<file path="src/rtl/gpio_serial_loader.sv">
// gpio_serial_loader: transmitter end of the user-area GPIO configuration
// chain. On start it walks the per-pad configuration store from pad NPADS-1
// down to pad 0, shifting each word MSB first into the daisy-chained pad
// control blocks on serial_clock/serial_data. It then pulses serial_load so
// every pad latches its new mode in the same cycle.
//
// Optional feature, enabled by defining GPIO_LOADER_READBACK_EN:
//   adds serial_return (tail of the chain) and rb_word. rb_word is the last
//   CFG_BITS bits shifted out of the chain, which is the previous config of
//   pad 0.
//
// Handshake: start is a one-cycle request. It is accepted only in IDLE, which
// includes the cycle where done is high. A start seen while a load is in
// progress is dropped and never queued. busy is high from the cycle after
// acceptance until done. done is a one-cycle pulse. cfg_data must be valid
// one cycle after cfg_idx changes.
//
// The FSM state is held in the 'state' register for checkers to observe.
module gpio_serial_loader #(
  parameter int NPADS    = 38,
  parameter int CFG_BITS = 13,
  parameter int CLK_DIV  = 4
) (
  input  logic                       wb_clk_i,
  input  logic                       wb_rst_i,
  input  logic                       start,
  output logic [$clog2(NPADS)-1:0]   cfg_idx,
  input  logic [CFG_BITS-1:0]        cfg_data,
  output logic                       serial_clock,
  output logic                       serial_data,
  output logic                       serial_load,
  output logic                       busy,
`ifdef GPIO_LOADER_READBACK_EN
  input  logic                       serial_return,
  output logic [CFG_BITS-1:0]        rb_word,
`endif
  output logic                       done
);

  localparam int IW = $clog2(NPADS);
  localparam int BW = (CFG_BITS > 1) ? $clog2(CFG_BITS) : 1;

  localparam logic [IW-1:0] IDX_LAST   = IW'(NPADS - 1);
  localparam logic [BW-1:0] BIT_LAST   = BW'(CFG_BITS - 1);
  localparam logic [7:0]    PHASE_LAST = 8'(CLK_DIV - 1);

  typedef enum logic [2:0] {
    S_IDLE,
    S_FETCH,
    S_LOW,
    S_HIGH,
    S_LOAD,
    S_FIN
  } state_t;

  state_t              state;
  logic [7:0]          phase_cnt;
  logic                fetch_cnt;
  logic [BW-1:0]       bit_cnt;
  logic [CFG_BITS-1:0] shreg;
`ifdef GPIO_LOADER_READBACK_EN
  logic [CFG_BITS-1:0] rb_shift;
`endif

  logic phase_end;

  // Last cycle of a LOW, HIGH or LOAD phase.
  assign phase_end = (phase_cnt == PHASE_LAST);

  // Sequencer: fetch a word, shift it out bit by bit, then latch the chain.
  always_ff @(posedge wb_clk_i) begin
    if (wb_rst_i) begin
      state        <= S_IDLE;
      phase_cnt    <= 8'd0;
      fetch_cnt    <= 1'b0;
      bit_cnt      <= '0;
      shreg        <= '0;
      cfg_idx      <= IDX_LAST;
      serial_clock <= 1'b0;
      serial_data  <= 1'b0;
      serial_load  <= 1'b0;
      busy         <= 1'b0;
      done         <= 1'b0;
`ifdef GPIO_LOADER_READBACK_EN
      rb_shift     <= '0;
      rb_word      <= '0;
`endif
    end else begin
      done <= 1'b0;
      case (state)
        S_IDLE: begin
          if (start) begin
            state     <= S_FETCH;
            busy      <= 1'b1;
            cfg_idx   <= IDX_LAST;
            fetch_cnt <= 1'b0;
          end
        end

        // First cycle lets cfg_idx settle at the store; the second latches
        // the word the store returns.
        S_FETCH: begin
          if (!fetch_cnt) begin
            fetch_cnt <= 1'b1;
          end else begin
            fetch_cnt    <= 1'b0;
            shreg        <= cfg_data;
            bit_cnt      <= BIT_LAST;
            phase_cnt    <= 8'd0;
            serial_clock <= 1'b0;
            serial_data  <= cfg_data[CFG_BITS-1];
            state        <= S_LOW;
          end
        end

        // Data was set up at LOW entry; raise the clock once the phase ends.
        S_LOW: begin
          if (phase_end) begin
            phase_cnt    <= 8'd0;
            serial_clock <= 1'b1;
            state        <= S_HIGH;
`ifdef GPIO_LOADER_READBACK_EN
            rb_shift     <= {rb_shift[CFG_BITS-2:0], serial_return};
`endif
          end else begin
            phase_cnt <= phase_cnt + 8'd1;
          end
        end

        // End of high phase: next bit, next pad, or latch the chain.
        S_HIGH: begin
          if (phase_end) begin
            phase_cnt    <= 8'd0;
            serial_clock <= 1'b0;
            shreg        <= {shreg[CFG_BITS-2:0], 1'b0};
            if (bit_cnt != '0) begin
              bit_cnt     <= bit_cnt - BW'(1);
              serial_data <= shreg[CFG_BITS-2];
              state       <= S_LOW;
            end else if (cfg_idx != '0) begin
              cfg_idx   <= cfg_idx - IW'(1);
              fetch_cnt <= 1'b0;
              state     <= S_FETCH;
            end else begin
              serial_load <= 1'b1;
              serial_data <= 1'b0;
              state       <= S_LOAD;
            end
          end else begin
            phase_cnt <= phase_cnt + 8'd1;
          end
        end

        // Hold the latch strobe for one full phase.
        S_LOAD: begin
          if (phase_end) begin
            phase_cnt   <= 8'd0;
            serial_load <= 1'b0;
            state       <= S_FIN;
          end else begin
            phase_cnt <= phase_cnt + 8'd1;
          end
        end

        S_FIN: begin
          done    <= 1'b1;
          busy    <= 1'b0;
          cfg_idx <= IDX_LAST;
          state   <= S_IDLE;
`ifdef GPIO_LOADER_READBACK_EN
          rb_word <= rb_shift;
`endif
        end

        default: begin
          state <= S_IDLE;
        end
      endcase
    end
  end

endmodule

</file>
<file path="config.mk">
export PLATFORM = sky130hd
export DESIGN_NAME = gpio_serial_loader
export DESIGN_NICKNAME = d
export VERILOG_FILES = /design/src/rtl/gpio_serial_loader.sv
export SDC_FILE = /design/constraint.sdc
export NUM_CORES = 1
export LEC_CHECK = 0
export BUFFER_PORTS_ARGS = -buffer_cell sky130_fd_sc_hd__buf_4
export CORE_UTILIZATION = 43
export CTS_CLUSTER_DIAMETER = 30
export DETAILED_ROUTE_END_ITERATION = 8
export PLACE_DENSITY_LB_ADDON = 0.05
export SYNTH_ARGS = -nofsm -noshare
export SYNTH_HDL_FRONTEND = slang
export SYNTH_SLANG_ARGS = --single-unit
</file>
<file path="constraint.sdc">
create_clock -name wb_clk_i -period 6.66 [get_ports wb_clk_i]
set_input_delay 0.999 -clock wb_clk_i [delete_from_list [all_inputs] [get_ports wb_clk_i]]
set_output_delay 0.999 -clock wb_clk_i [all_outputs]
set_load 0.02 [all_outputs]
</file>
Word-level counts from Yosys, hierarchy flattened
Cells that the tools add are included.
Widths: inputs -> output; s select.

word-level totals
  bits in registers = 39
  bits in latches = 0
  memory bits (writable) = 0
  bits in read-only memories = 0
  input port bits = 16
  memories = 0

cells by class
  add/sub/neg operators = 3
  $mul = 0
  div/mod/pow operators = 0
  order comparisons = 0
  equality and inequality tests = 16
  shifts and indexed selects = 0
  muxes and demuxes = 45
  bitwise operators = 0
  reduce and logical (&&, ||, !) cells = 21

operator list
  operator             number
  $mux 12              2
  $mux 6               4
  $pmux 12 s2          1
  $mux 3               7
  $reduce_and 5->1     4
  $ne 2x2->1 const B   9
  $pmux 6 s3           1
  $mux 1               17
  $mux 8               2
  $pmux 8 s2           1
  $pmux 3 s5           1
  $mux 4               3
  $reduce_and 4->1     3
  $reduce_bool 3->1    3
  $add 8x1->8 const B  1
  $eq 8x2->1 const B   1
  $pmux 4 s2           1
  $reduce_bool 2->1    4
  $eq 3x2->1 const B   2
  $eq 3x3->1 const B   2
  $pmux 1 s2           3
  $pmux 1 s3           2
  $reduce_bool 6->1    1
  $sub 6x1->6 const B  1
  8 further kinds      9

Longest topological paths before layout
  depth in word-level cells = 5
  depth in mapped cells = 8

Worst setup path after synthesis
Ideal clock, no wire load.

  path type = register to register
  from = reg phase_cnt[1]
  to = reg cfg_idx[1]
  arrival = 2.045 ns
  data required time = 6.557 ns
  path slack = 4.512 ns
  cell stages (with the launch flop) = 7
  period minus slack after synthesis = 2.148 ns
  cells stage by stage = dfxtp_1 > ha_1 > or4b_4 > a2111o_1 > a21oi_2 > nor2_1 > a2111oi_2

on the way
  word-level cells in the longest chain between the ends = 3

RTL lines
  item                        RTL line  text
  start, declared             57        logic [7:0] phase_cnt;
  start signal, assigned      126       phase_cnt <= phase_cnt + 8'd1;
  start signal, assigned      150       phase_cnt <= phase_cnt + 8'd1;
  start signal, assigned      161       phase_cnt <= phase_cnt + 8'd1;
  $eq 8x2->1                  68        assign phase_end = (phase_cnt == PHASE_LAST);
  $ne 2x2->1 (no line)        --
  $reduce_and 5->1 (no line)  --
  end signal, assigned        141       cfg_idx <= cfg_idx - IW'(1);
  end, declared               27        output logic [$clog2(NPADS)-1:0] cfg_idx,

Every way passes these cells.
A chain may end at the register's enable or synchronous reset.

Worst setup path after layout
  from = reg state[1]
  to = reg cfg_idx[4]

on the way
  word-level cells in the longest chain between the ends = 3
  elaborated cells between the ends (all ways) = 10

RTL lines
  item                                                       RTL line  text
  start, declared                                            56        state_t state;
  start signal, assigned                                     73        state <= S_IDLE;
  start signal, assigned                                     93        state <= S_FETCH;
  start signal, assigned                                     112       state <= S_LOW;
  $eq 3x2->1 (tied with other cells)                         90        case (state)
  $ne 2x2->1 (no line) or $reduce_bool 3->1 (tied branches)  --
  $reduce_and 5->1 (no line)                                 --

Parallel ways exist; a longest one is shown, timed or not.

==> impl_metrics.ini <==
[cts]
cts_buffer_depth = 2
hold_buffers = 0
cts_setup_buffers = 0
cts_root_buffer = clkbuf_8
path_clk_slew_ps = 70
cts_tree = built
ctsResizeCount = 0
cts.sinks = 39
h-tree-depth = 2
cts_made_buffers = 5
clk_latency_ps = 290

[final_layout]
drive_gt1_share_pct = 15.41
area_delta_synth_final_pct = 13.26
n_antenna_cell = 0
layout.nets = 298
fill_cells = 448
fin_area_mm2 = 0.002340

[worst_setup_path]
crit_arrival_ps = 2770
cp_max_fo = 19
cp.required_ps = 6850
r2r_slack_ps = 4080
critPathCaptureType = flip-flop
critical_path_class = flip-flop to flip-flop
critPathLaunchType = flip-flop

[logic_synthesis]
synth_cells = 260
synth_edf_count = 0
synthFlopType = dfxtp_1
syn_nets = 280
netlist.area_leader.share_pct = 37.80
synth_top_cell_by_area = dfxtp_1
async_flop_share_pct = 0
synthTopCellsByArea = dfxtp_1 38%, a311oi_1 6.4%, nand2_1 6.0%
netlist_area_mm2 = 0.002066
synth_warnings = 0
yosysUniqueCellTypes = 47
synth_most_common_cell = dfxtp_1
synth.top_cells.by_count = 39 x dfxtp_1, 33 x nand2_1, 27 x nor2_1, 23 x a21oi_1, 15 x a311oi_1
seq_area_frac_synth_pct = 37.80
synth_seq_cells = 39
syn_area_per_cell_um2 = 7.945

[status]
violations = design-rule violations
status = finished with violations

[drt]
wire_per_inst_um = 13.84
drt-vias-per-instance = 5.749
drt_iter0_drc = 147
wirelength_um = 4581
route.detailed.drc = 3
first_pass_iters = 7
vias = 1903
drtAntennaViolNets = 0

[grt]
grt-ovfl-total = 0
grt_pass1_vias = 1726
antenna_found_initial = 0
grt_max_degree = 36
grt_pass1_wl_um = 7921
grt_use_total_pct = 19.53

[floorplan]
die_w_um = 71.31
die_y_um = 71.31
num_rows = 24
num_io_pins = 27
fp.dieArea_mm2 = 0.005085
core-area_mm2 = 0.004474
start_util_pct = 46.17

[power]
vdd_drop_max_v = 0.0001037
p_leak_nw = 0.8536
finalPower_mw = 0.4670
power_density_mw_per_mm2 = 199.6

[place]
portBuffers = 26
place.gp.congestion = 0.8965
place_area_mm2 = 0.002258
dp_hpwl_um = 3180

[sta]
finalHoldViolations = 0
max_freq_ghz = 0.3874
period_minus_slack_ps = 2582
setup_violations = 0
drv_slew = 0
relSlewSlack_pct = 29.62
rsz0062_at_grt = no
fin_tns_setup_ps = 0
finClkSkew_ps = 3.909
max_slew.worst_pin.slew_ps = 1052
fin_crit_sh_pct = 38.76

[job]
max-cap-violations = 0

[min_path]
hp-class = flip-flop to flip-flop
==> worst paths after layout <==
| kind | from | end | depth (start not counted) |
|---|---|---|---|
| worst max-delay path | state[1] | cfg_idx[4] | 5 |
| worst min-delay path | shreg[0] | shreg[0] | 2 |
| worst max register to register | state[1] | cfg_idx[4] | 5 |
| worst min register to register | shreg[0] | shreg[0] | 2 |
==> stage by stage <==
step | cells | hold slack (ps) | util (%) | setup WS [ps]
floorplan | 260 | 446.4 | - | 4512
global placement | 323 | 459.6 | 50.48 | 4209
detailed placement | 323 | 462.2 | 50.48 | 4120
CTS | 331 | 475.5 | 52.29 | 4100
global route | 331 | 497.3 | 52.29 | 3883
finish | 331 | 475.9 | 52.29 | 4078
==> placed cells by master, fill, tap and decap left out, drive strengths merged, types with 2 or more instances in the layout <==
cell,n
a31oi,4
a21oi,24
dfxtp,39
a311oi,15
nor3b,8
and3,5
a211oi,4
ha,4
or4b,2
nand3,6
or3,6
nor4b,2
inv,11
o21ai,14
buf,27
nor2b,5
nand2,33
clkbuf,7
mux2i,4
nor3,9
nor2,27
xnor2,3
nand2b,2
o21bai,2
==> per-layer routing <==
layer	track usage, %	wire [um]	vias to the layer above
li1	-	-	974
met1	27.30	2297	889
met2	30.69	2066	36
met3	3.938	174	4
met4	5.333	42	0
met5	0	0	-
==> power breakdown <==
part           switching, mW  internal [mW]  total, mW
clock network         0.0812         0.0735      0.155
registers            0.00968          0.241      0.251
logic                 0.0350         0.0263     0.0612
total                  0.126          0.341      0.467
==> state kept, by name, summed over array words and instances (netlist names) <==
signal / count
shreg: 12
phase_cnt: 8
cfg_idx: 6
bit_cnt: 4
state: 3
busy: 1
done: 1
fetch_cnt: 1
serial_clock: 1
serial_data: 1
serial_load: 1
==> critical path: stages (launching register included) <==
cell,delay (ps)
dfxtp_1,710
inv_1,270
nor2_1,870
a211oi_2,210
and3_1,250
o21a_1,160
==> final cells by class <==
cell class	instances	area, um2	share of cell area, %
Tap cell	52	65.06	2.781
Clock buffer	7	76.32	3.262
Inverter	11	41.29	1.765
Sequential cell	39	780.7	33.37
Clock inverter	1	5.005	0.2139
Timing Repair Buffer	27	202.7	8.663
Multi-Input combinational cell	194	1169	49.95
==> cell families (layout without fill, tap and decap cells) <==
| kind of cell | after synthesis | after routing | synth area share [%] |
|---|---|---|---|
| compound gates | 71 | 71 | 23.02 |
| xor+xnor | 4 | 4 | 1.696 |
| fa+ha+maj | 4 | 4 | 2.423 |
| buf+inv | 27 | 46 | 5.632 |
| flops | 39 | 39 | 37.80 |
| mux | 5 | 5 | 2.483 |
| simple gates | 110 | 110 | 26.95 |
Power figures use the tool's default switching activity.
